[src/rtl/mem_bus_arbiter.sv]
// Purpose: arbitrates the I-cache and D-cache/LSQ onto one tagged memory port and steers each returning load to the requester that issued it.
// Latency: the grant, forwarding and return routing are combinational. The owner table and pending_loads update at the next clock edge.
// Backpressure: the loser, or a rejected winner, sees a zero response and must hold its command. `ifdef MEM_ARB_STARVE_GUARD_EN adds a forced grant for I.
module mem_bus_arbiter #(
    parameter int STARVE_LIMIT = 4
) (
    input  logic        clock,
    input  logic        reset,
    input  logic [1:0]  proc2Imem_command,
    input  logic [31:0] proc2Imem_addr,
    output logic [3:0]  Imem2proc_response,
    output logic [63:0] Imem2proc_data,
    output logic [3:0]  Imem2proc_tag,
    input  logic [1:0]  proc2Dmem_command,
    input  logic [31:0] proc2Dmem_addr,
    input  logic [63:0] proc2Dmem_data,
    output logic [3:0]  Dmem2proc_response,
    output logic [63:0] Dmem2proc_data,
    output logic [3:0]  Dmem2proc_tag,
    output logic [1:0]  proc2mem_command,
    output logic [31:0] proc2mem_addr,
    output logic [63:0] proc2mem_data,
    input  logic [3:0]  mem2proc_response,
    input  logic [63:0] mem2proc_data,
    input  logic [3:0]  mem2proc_tag,
    output logic [4:0]  pending_loads,
    output logic        spurious_tag
);

    localparam logic [1:0] BUS_NONE  = 2'd0;
    localparam logic [1:0] BUS_LOAD  = 2'd1;
    localparam logic [1:0] BUS_STORE = 2'd2;

    logic        i_req;
    logic        d_req;
    logic        force_i;
    logic        grant_i;
    logic        grant_d;
    logic        accepted;
    logic [1:0]  win_command;
    logic        set_en;
    logic        ret_tag_nz;
    logic        ret_hit;
    logic        ret_owner;
    logic [15:0] tag_valid;
    logic [15:0] tag_owner;
    logic [15:0] valid_next;
    logic [15:0] owner_next;

    assign i_req    = (proc2Imem_command != BUS_NONE);
    assign d_req    = (proc2Dmem_command != BUS_NONE);
    assign accepted = (mem2proc_response != 4'd0);

`ifdef MEM_ARB_STARVE_GUARD_EN
    localparam int CNT_W = ($clog2(STARVE_LIMIT + 1) > 3) ? $clog2(STARVE_LIMIT + 1) : 3;
    localparam logic [CNT_W-1:0] CNT_MAX   = '1;
    localparam logic [CNT_W-1:0] CNT_LIMIT = CNT_W'(STARVE_LIMIT);

    logic [CNT_W-1:0] starve_cnt;

    // Once I has waited STARVE_LIMIT cycles it takes the port over D.
    assign force_i = i_req && (starve_cnt >= CNT_LIMIT);

    // Count I's denied cycles. Clear the count once I is actually accepted.
    // A rejected grant to I holds the count, so the forced grant is retried.
    always_ff @(posedge clock) begin
        if (reset) begin
            starve_cnt <= '0;
        end else if (grant_i && accepted) begin
            starve_cnt <= '0;
        end else if (i_req && !grant_i && (starve_cnt != CNT_MAX)) begin
            starve_cnt <= starve_cnt + 1'b1;
        end
    end
`else
    logic unused_starve_limit;

    assign force_i             = 1'b0;
    assign unused_starve_limit = (STARVE_LIMIT != 0);
`endif

    // D wins by default. I wins when D is idle, or when I's wait limit forces a grant.
    always_comb begin
        grant_d = d_req && !force_i;
        grant_i = i_req && !grant_d;
    end

    // Forward the winner to memory. Address defaults to I when nobody requests.
    always_comb begin
        win_command = BUS_NONE;
        if (grant_d) begin
            win_command = proc2Dmem_command;
        end else if (grant_i) begin
            win_command = proc2Imem_command;
        end
        proc2mem_command = reset ? BUS_NONE : win_command;
        proc2mem_addr    = grant_d ? proc2Dmem_addr : proc2Imem_addr;
        proc2mem_data    = grant_d ? proc2Dmem_data : 64'd0;
    end

    // Only the winner sees memory's acceptance tag.
    always_comb begin
        Imem2proc_response = (!reset && grant_i) ? mem2proc_response : 4'd0;
        Dmem2proc_response = (!reset && grant_d) ? mem2proc_response : 4'd0;
    end

    // Steer a return to the recorded owner. A return on an invalid entry is dropped and flagged.
    always_comb begin
        ret_tag_nz     = (mem2proc_tag != 4'd0);
        ret_hit        = ret_tag_nz && tag_valid[mem2proc_tag];
        ret_owner      = tag_owner[mem2proc_tag];
        Imem2proc_tag  = (!reset && ret_hit && !ret_owner) ? mem2proc_tag : 4'd0;
        Dmem2proc_tag  = (!reset && ret_hit && ret_owner)  ? mem2proc_tag : 4'd0;
        Imem2proc_data = mem2proc_data;
        Dmem2proc_data = mem2proc_data;
        spurious_tag   = !reset && ret_tag_nz && !tag_valid[mem2proc_tag];
    end

    // Next table state.
    // Clear the entry for a return, then apply the new load's set, so reuse of the same tag keeps the entry valid.
    always_comb begin
        set_en     = !reset && (win_command == BUS_LOAD) && accepted;
        valid_next = tag_valid;
        owner_next = tag_owner;
        if (ret_hit) begin
            valid_next[mem2proc_tag] = 1'b0;
        end
        if (set_en) begin
            valid_next[mem2proc_response] = 1'b1;
            owner_next[mem2proc_response] = grant_d;
        end
    end

    function automatic logic [4:0] count_valid(input logic [15:0] v);
        logic [4:0] n;
        n = 5'd0;
        for (int k = 0; k < 16; k++) begin
            n = n + {4'd0, v[k]};
        end
        return n;
    endfunction

    // Commit the owner table. Keep the outstanding-load count in step with it.
    always_ff @(posedge clock) begin
        if (reset) begin
            tag_valid     <= 16'd0;
            tag_owner     <= 16'd0;
            pending_loads <= 5'd0;
        end else begin
            tag_valid     <= valid_next;
            tag_owner     <= owner_next;
            pending_loads <= count_valid(valid_next);
        end
    end

endmodule

[config.mk]
export PLATFORM = sky130hd
export DESIGN_NAME = mem_bus_arbiter
export DESIGN_NICKNAME = d
export VERILOG_FILES = /design/src/rtl/mem_bus_arbiter.sv
export SDC_FILE = /design/constraint.sdc
export NUM_CORES = 1
export LEC_CHECK = 0
export CAP_MARGIN = 10
export CORE_AREA = 2 2 178 180
export CTS_CLUSTER_SIZE = 40
export DETAILED_ROUTE_END_ITERATION = 12
export DIE_AREA = 0 0 180 182
export PLACE_DENSITY = 0.57
export SLEW_MARGIN = 20
export SYNTH_ARGS = -nofsm -noshare
export SYNTH_HDL_FRONTEND = slang
export SYNTH_SLANG_ARGS = --single-unit
[constraint.sdc]
create_clock -name clock -period 5.7 [get_ports clock]
set_input_delay 0.855 -clock clock [delete_from_list [all_inputs] [get_ports clock]]
set_output_delay 0.855 -clock clock [all_outputs]
set_load 0.02 [all_outputs]
Yosys cells after proc, flatten, opt, wreduce, memory -nomap -nowiden:

Cells that the tools add are included.

* register bits after elaboration: 37
* bits of input ports: 206
* word-level logic and storage cells: 67

* $add $sub $neg: 15
* $lt $le $gt $ge: 4
* equal/unequal tests: 1
* multiplexer cells: 20
* bitwise logic cells: 3
* reductions and logical operators: 21

Operator list (number)
* two-way mux 64 bit: 1
* adder 5 x 1 -> 5 bit: 11
* two-way mux 16 bit: 2
* two-way mux 32 bit: 1
* bitwise AND 16 bit: 1
* bitwise mux 16 bit: 1
* two-way mux 4 bit: 4
* NOT 16 bit: 1
* OR 16 bit: 1
* logical AND 1 bit: 13
* less-than comparator 4 x 5 -> 1 bit, second input constant: 2
* binary-select mux 1 bit (select 4 bit): 2
* demux 1 bit (select 4 bit): 2
* >= comparator 4 x 1 -> 1 bit, second input constant: 2
* nonzero test 4 bit: 2
* two-way mux 2 bit: 3
* adder 4 x 1 -> 5 bit: 1
* adder 3 x 1 -> 4 bit: 1
* logical NOT 1 bit: 4
* two-way mux 1 bit: 4
* nonzero test 2 bit: 2
* adder 2 x 1 -> 3 bit: 1
* adder 1 x 1 -> 2 bit: 1
* == test 2 x 1 -> 1 bit, second input constant: 1

Depth between registers and ports, before layout:

* word-level depth: 24
* mapped depth: 18
* gate-level depth less buffers: 15

Worst setup path before layout:

No wires, ideal clock.

* kind: input -> register
* start: input mem2proc_tag[1]
* end: register pending_loads[3]
* arrival: 4664 ps
* data required time: 5572 ps
* setup slack: 909 ps
* cell stages on the path: 15
* path buffers: 2
* cells stage by stage: clkbuf_1 -> clkbuf_1 -> nand2_1 -> o31a_1 -> a21oi_1 -> fa_1 -> fa_1 -> fa_1 -> fa_1 -> inv_1 -> ha_1 -> a21o_1 -> a21oi_1 -> xor2_1 -> nor2_1

* longest elaborated chain between the ends: 24
* elaborated cells on any way between the ends: 29
* those cells by class: 15 x add/sub; 2 x order compare; 6 x mux; 3 x bitwise; 3 x reduce/logical

Ends and longest elaborated chain
* start, declared: RTL line 25 `input logic [3:0] mem2proc_tag,`
* less-than comparator 4 x 5 -> 1 bit (not written as such) or >= comparator 4 x 1 -> 1 bit (tied branches): RTL line 126 `valid_next[mem2proc_tag] = 1'b0;`
* logical AND 1 bit (not written as such): RTL line 126
* two-way mux 1 bit (not written as such): RTL line 126
* demux 1 bit (select 4 bit): RTL line 126
* NOT 16 bit (no line)
* bitwise AND 16 bit (no line)
* two-way mux 16 bit (*): RTL line 125 `if (ret_hit) begin`
* OR 16 bit (no line)
* two-way mux 16 bit (*): RTL line 128 `if (set_en) begin`
* adder 1 x 1 -> 2 bit: RTL line 138 `n = n + {4'd0, v[k]};`
* adder 2 x 1 -> 3 bit: RTL line 138
* adder 3 x 1 -> 4 bit: RTL line 138
* adder 4 x 1 -> 5 bit: RTL line 138
* adder 5 x 1 -> 5 bit (10 in a row): RTL line 138
* adder 5 x 1 -> 5 bit (*): RTL line 138
* end signal, assigned: RTL line 152 `pending_loads <= count_valid(valid_next);`
* end, declared: RTL line 26 `output logic [4:0] pending_loads,`

Mark *: on every way between the ends. The rest lies on a longest branch, timed or not. The select of a mux whose other input is x is not followed.
A chain may end at the register's enable or synchronous reset.

Worst setup path in the final report:

* start: input proc2Dmem_command[1]
* end: register pending_loads[4]

* longest elaborated chain between the ends: 24

Ends and longest elaborated chain
* start, declared: RTL line 14 `input logic [1:0] proc2Dmem_command,`
* nonzero test 2 bit: RTL line 51 `assign d_req = (proc2Dmem_command != BUS_NONE);`
* logical NOT 1 bit: RTL line 85 `grant_i = i_req && !grant_d;`
* logical AND 1 bit: RTL line 85
* two-way mux 2 bit: RTL line 93 `end else if (grant_i) begin`
* two-way mux 2 bit (*): RTL line 91 `if (grant_d) begin`
* == test 2 x 1 -> 1 bit (*): RTL line 122 `set_en = !reset && (win_command == BUS_LOAD) && accepted;`
* logical AND 1 bit (*) (2 in a row): RTL line 122
* two-way mux 16 bit (*): RTL line 128
* adder 1 x 1 -> 2 bit: RTL line 138
* adder 2 x 1 -> 3 bit: RTL line 138
* adder 3 x 1 -> 4 bit: RTL line 138
* adder 4 x 1 -> 5 bit: RTL line 138
* adder 5 x 1 -> 5 bit (10 in a row): RTL line 138
* adder 5 x 1 -> 5 bit (*): RTL line 138

Mark *: on every way between the ends. The rest lies on a longest branch, timed or not.

==> results.md <==
* Outcome: finished clean
* Layout cells sized above 1 at 0.110
* CP arrival at 5.35 ns
* Met3 routed WL at 3430 um
* Synthesized Nets at 700
* Highest metal used: met5
* Clock-pin slew on the worst setup and hold paths at 0.06 ns
* Detailed-route DRC error count at 0
* Hpwl dp at 20500 um
* Starting DRT DRC Count at 219
* # fillers at 3387
* Antenna-violating nets left at 0
* Overall power at 0.991 mW
* Avg WL per Cell at 23.3 um
* Leak Pwr at 2.25 nW
* P&R area growth vs syn at 56.2%
* Commonest cells in the synthesized netlist: buf_4 (128), nor2b_1 (75), dfxtp_1 (37), mux2_2 (32), a21oi_1 (28)
* Die width at 180 um
* Met1 Wirelength at 8910 um
* Routed wire length at 23500 um
* Relative slew slack at 0.614
* FF-to-FF path depth at 12
* Netlist Area Pre-Place at 4090 um^2
* First-pass GRT wire length at 31500 um
* Row Count at 65
* I/O Buffers at 261
* Sequential share of the synthesized area at 0.181
* Multi-input logic area at 2210 um^2
* CTS resizes at 0
* Initial antenna violation count at 17
* # setup viols final at 0
* Root buffer selected by CTS: clkbuf_16
* CTS tree: built
* EDFF count, synth at 0
* Post-Synthesis Cells at 479
* Reg2reg end: pending_loads[3]$_SDFF_PP0_
* Sink Count at 37
* Length of routed met2 wiring at 10500 um
* Worst-Margin Slew at 0.579 ns
* Nature of the critical path startpoint: primary input
* Period utilization at 0.913
* Crit path from: proc2Dmem_command[1]
* CP required at 5.85 ns
* Gr usage total at 0.137
* Largest net degree at the start of global routing at 116
* Bufs on Longest Clock Path at 2
* Top area cells in the synthesized netlist: buf_4 (24%), dfxtp_1 (18%), nor2b_1 (11%), mux2_2 (8.8%), fa_1 (4.9%)
* Crit path to: pending_loads[4]$_SDFF_PP0_
* Hold_buf cts at 0
* Endpoints failing hold at 0
* Register bit total from synthesis at 37
* Cell variety after synth at 42
* Area leader, netlist: buf_4
* GPL Wtd Cong at 0.860
* 1st-pass router iterations at 4
* Die Footprint at 32800 um^2
* Maximum fanout along the worst path at 5
* Pwr per Cell Area at 155 nW/um^2
* Most used DFF post-synth: dfxtp_1
* RSZ-0062 raised after global routing: no
* Starting Density at 0.132
* Clock Skew at 0.00856 ns
* Final #Nets at 823
* Vias in the first global route at 3954
* Count leader, synth: buf_4
* Reg-to-reg slack, setup at 2.02 ns
* Clk Latency, worst-skew pair at 0.28 ns
* Yosys warnings at 0
* Tmin final at 5.20 ns
* Top-Level Pins at 454
* Maximum level of the CTS H-tree at 2
* Die Span Y at 182 um
* Max-slew violations at 0
* Post-synth top area share at 0.235
* Critical path class: primary input to flip-flop
* Number of CTS-inserted buffers at 5
* Core ar. at 31000 um^2
* Avg Cell Area, Syn at 8.53 um^2
* Setup crit end kind: flip-flop
* Post-CTS repair timing setup buffer count at 0
* Routed vias/inst at 3.85
* Async SR Flop Fraction at 0
* Worst Min Path Start: tag_owner[0]$_SDFFE_PP0P_
* DR vias at 3872
* TNS Setup at 0 ns
* Peak VDD IR at 0.0000958 V
* Worst r2r src: tag_valid[1]$_SDFF_PP0_
* FF/Latch Area at 741 um^2
* Max-cap violation count at 0
* Maximum clock frequency at 0.192 GHz
* Min-Delay Path Class: flip-flop to flip-flop
* GRT Residual Overflow at 0
## final cells by class
| class | instances | area share |
|---|---|---|
| tap | 402 | 0.0788 |
| clock buffer | 5 | 0.0196 |
| sequential | 37 | 0.116 |
| inverter | 11 | 0.00647 |
| timing repair buffer | 274 | 0.426 |
| multi-input combinational | 273 | 0.347 |
| antenna | 1 | 0.000392 |
| clock inverter | 2 | 0.00549 |
## placed cells by master, fill, tap and decap left out, types with 2 or more instances in the layout
cell type,count
o31a_1,3
clkbuf_16,5
mux4_1,3
nor3b_2,6
a21oi_1,28
dfxtp_1,37
and2_1,4
mux2_2,32
nor3b_1,4
mux2i_1,8
nor3_1,3
o21ai_0,5
o2111a_1,2
ha_1,5
a22o_1,2
nand2b_1,7
nand2_1,14
fa_1,10
or3_1,2
mux4_2,3
o21a_1,3
inv_1,11
nor2b_1,75
clkdlybuf4s50_1,261
buf_4,12
nand3_1,2
a311oi_1,15
nor2_1,22
a22oi_1,4
## routing by layer
layer	GRT usage	vias up
li1	-	1726
met1	0.155	1782
met2	0.215	282
met3	0.0886	60
met4	0.0335	22
met5	0	-
## registers in the layout, indices dropped and copies added, names as in the netlist
register	flops
pending_loads	5
tag_owner	16
tag_valid	16
## cell families after synthesis
| group | share of synthesized area |
|---|---|
| mux | 0.144 |
| fa+ha+maj | 0.0643 |
| buf+inv | 0.279 |
| flops | 0.181 |
| compound gates | 0.122 |
| simple gates | 0.206 |
| xor+xnor | 0.00429 |
## worst min path at each step
stage,endpoint,slack [ns],cells past startpoint
after detailed placement,tag_owner[0]$_SDFFE_PP0P_,0.46,1
after global routing,tag_owner[0]$_SDFFE_PP0P_,0.50,1
after global placement,tag_owner[0]$_SDFFE_PP0P_,0.45,1
after CTS,tag_owner[0]$_SDFFE_PP0P_,0.47,1
final,tag_owner[0]$_SDFFE_PP0P_,0.47,1
after floorplan,tag_owner[0]$_SDFFE_PP0P_,0.43,1
## worst max-delay path, stage by stage
cell	delay, ns
clkdlybuf4s50_1	0.52
or2_1	0.33
a2111oi_4	0.50
a21oi_1	0.21
fa_1	0.62
fa_1	0.45
fa_1	0.52
inv_1	0.05
fa_1	0.44
ha_1	0.22
fa_1	0.40
a21oi_1	0.15
nor3b_1	0.07
## stage by stage
step                area [um^2]  hold WS, ns   util  std cells  setup WS, ns
floorplan                  4090        0.430      -        479         0.909
CTS                        6380        0.467  0.206       1004         0.503
detailed placement         6220        0.457  0.201        997         0.199
finish                     6380        0.467  0.206       1005         0.495
global route               6380        0.498  0.206       1004         0.237
global placement           6220        0.454  0.201        997         0.340
## report_power, final
| part | total [mW] | internal, mW | switching, mW |
|---|---|---|---|
| registers | 0.263 | 0.262 | 0.00138 |
| clock network | 0.310 | 0.203 | 0.107 |
| logic | 0.418 | 0.220 | 0.199 |
Power figures use the tool's default switching activity.
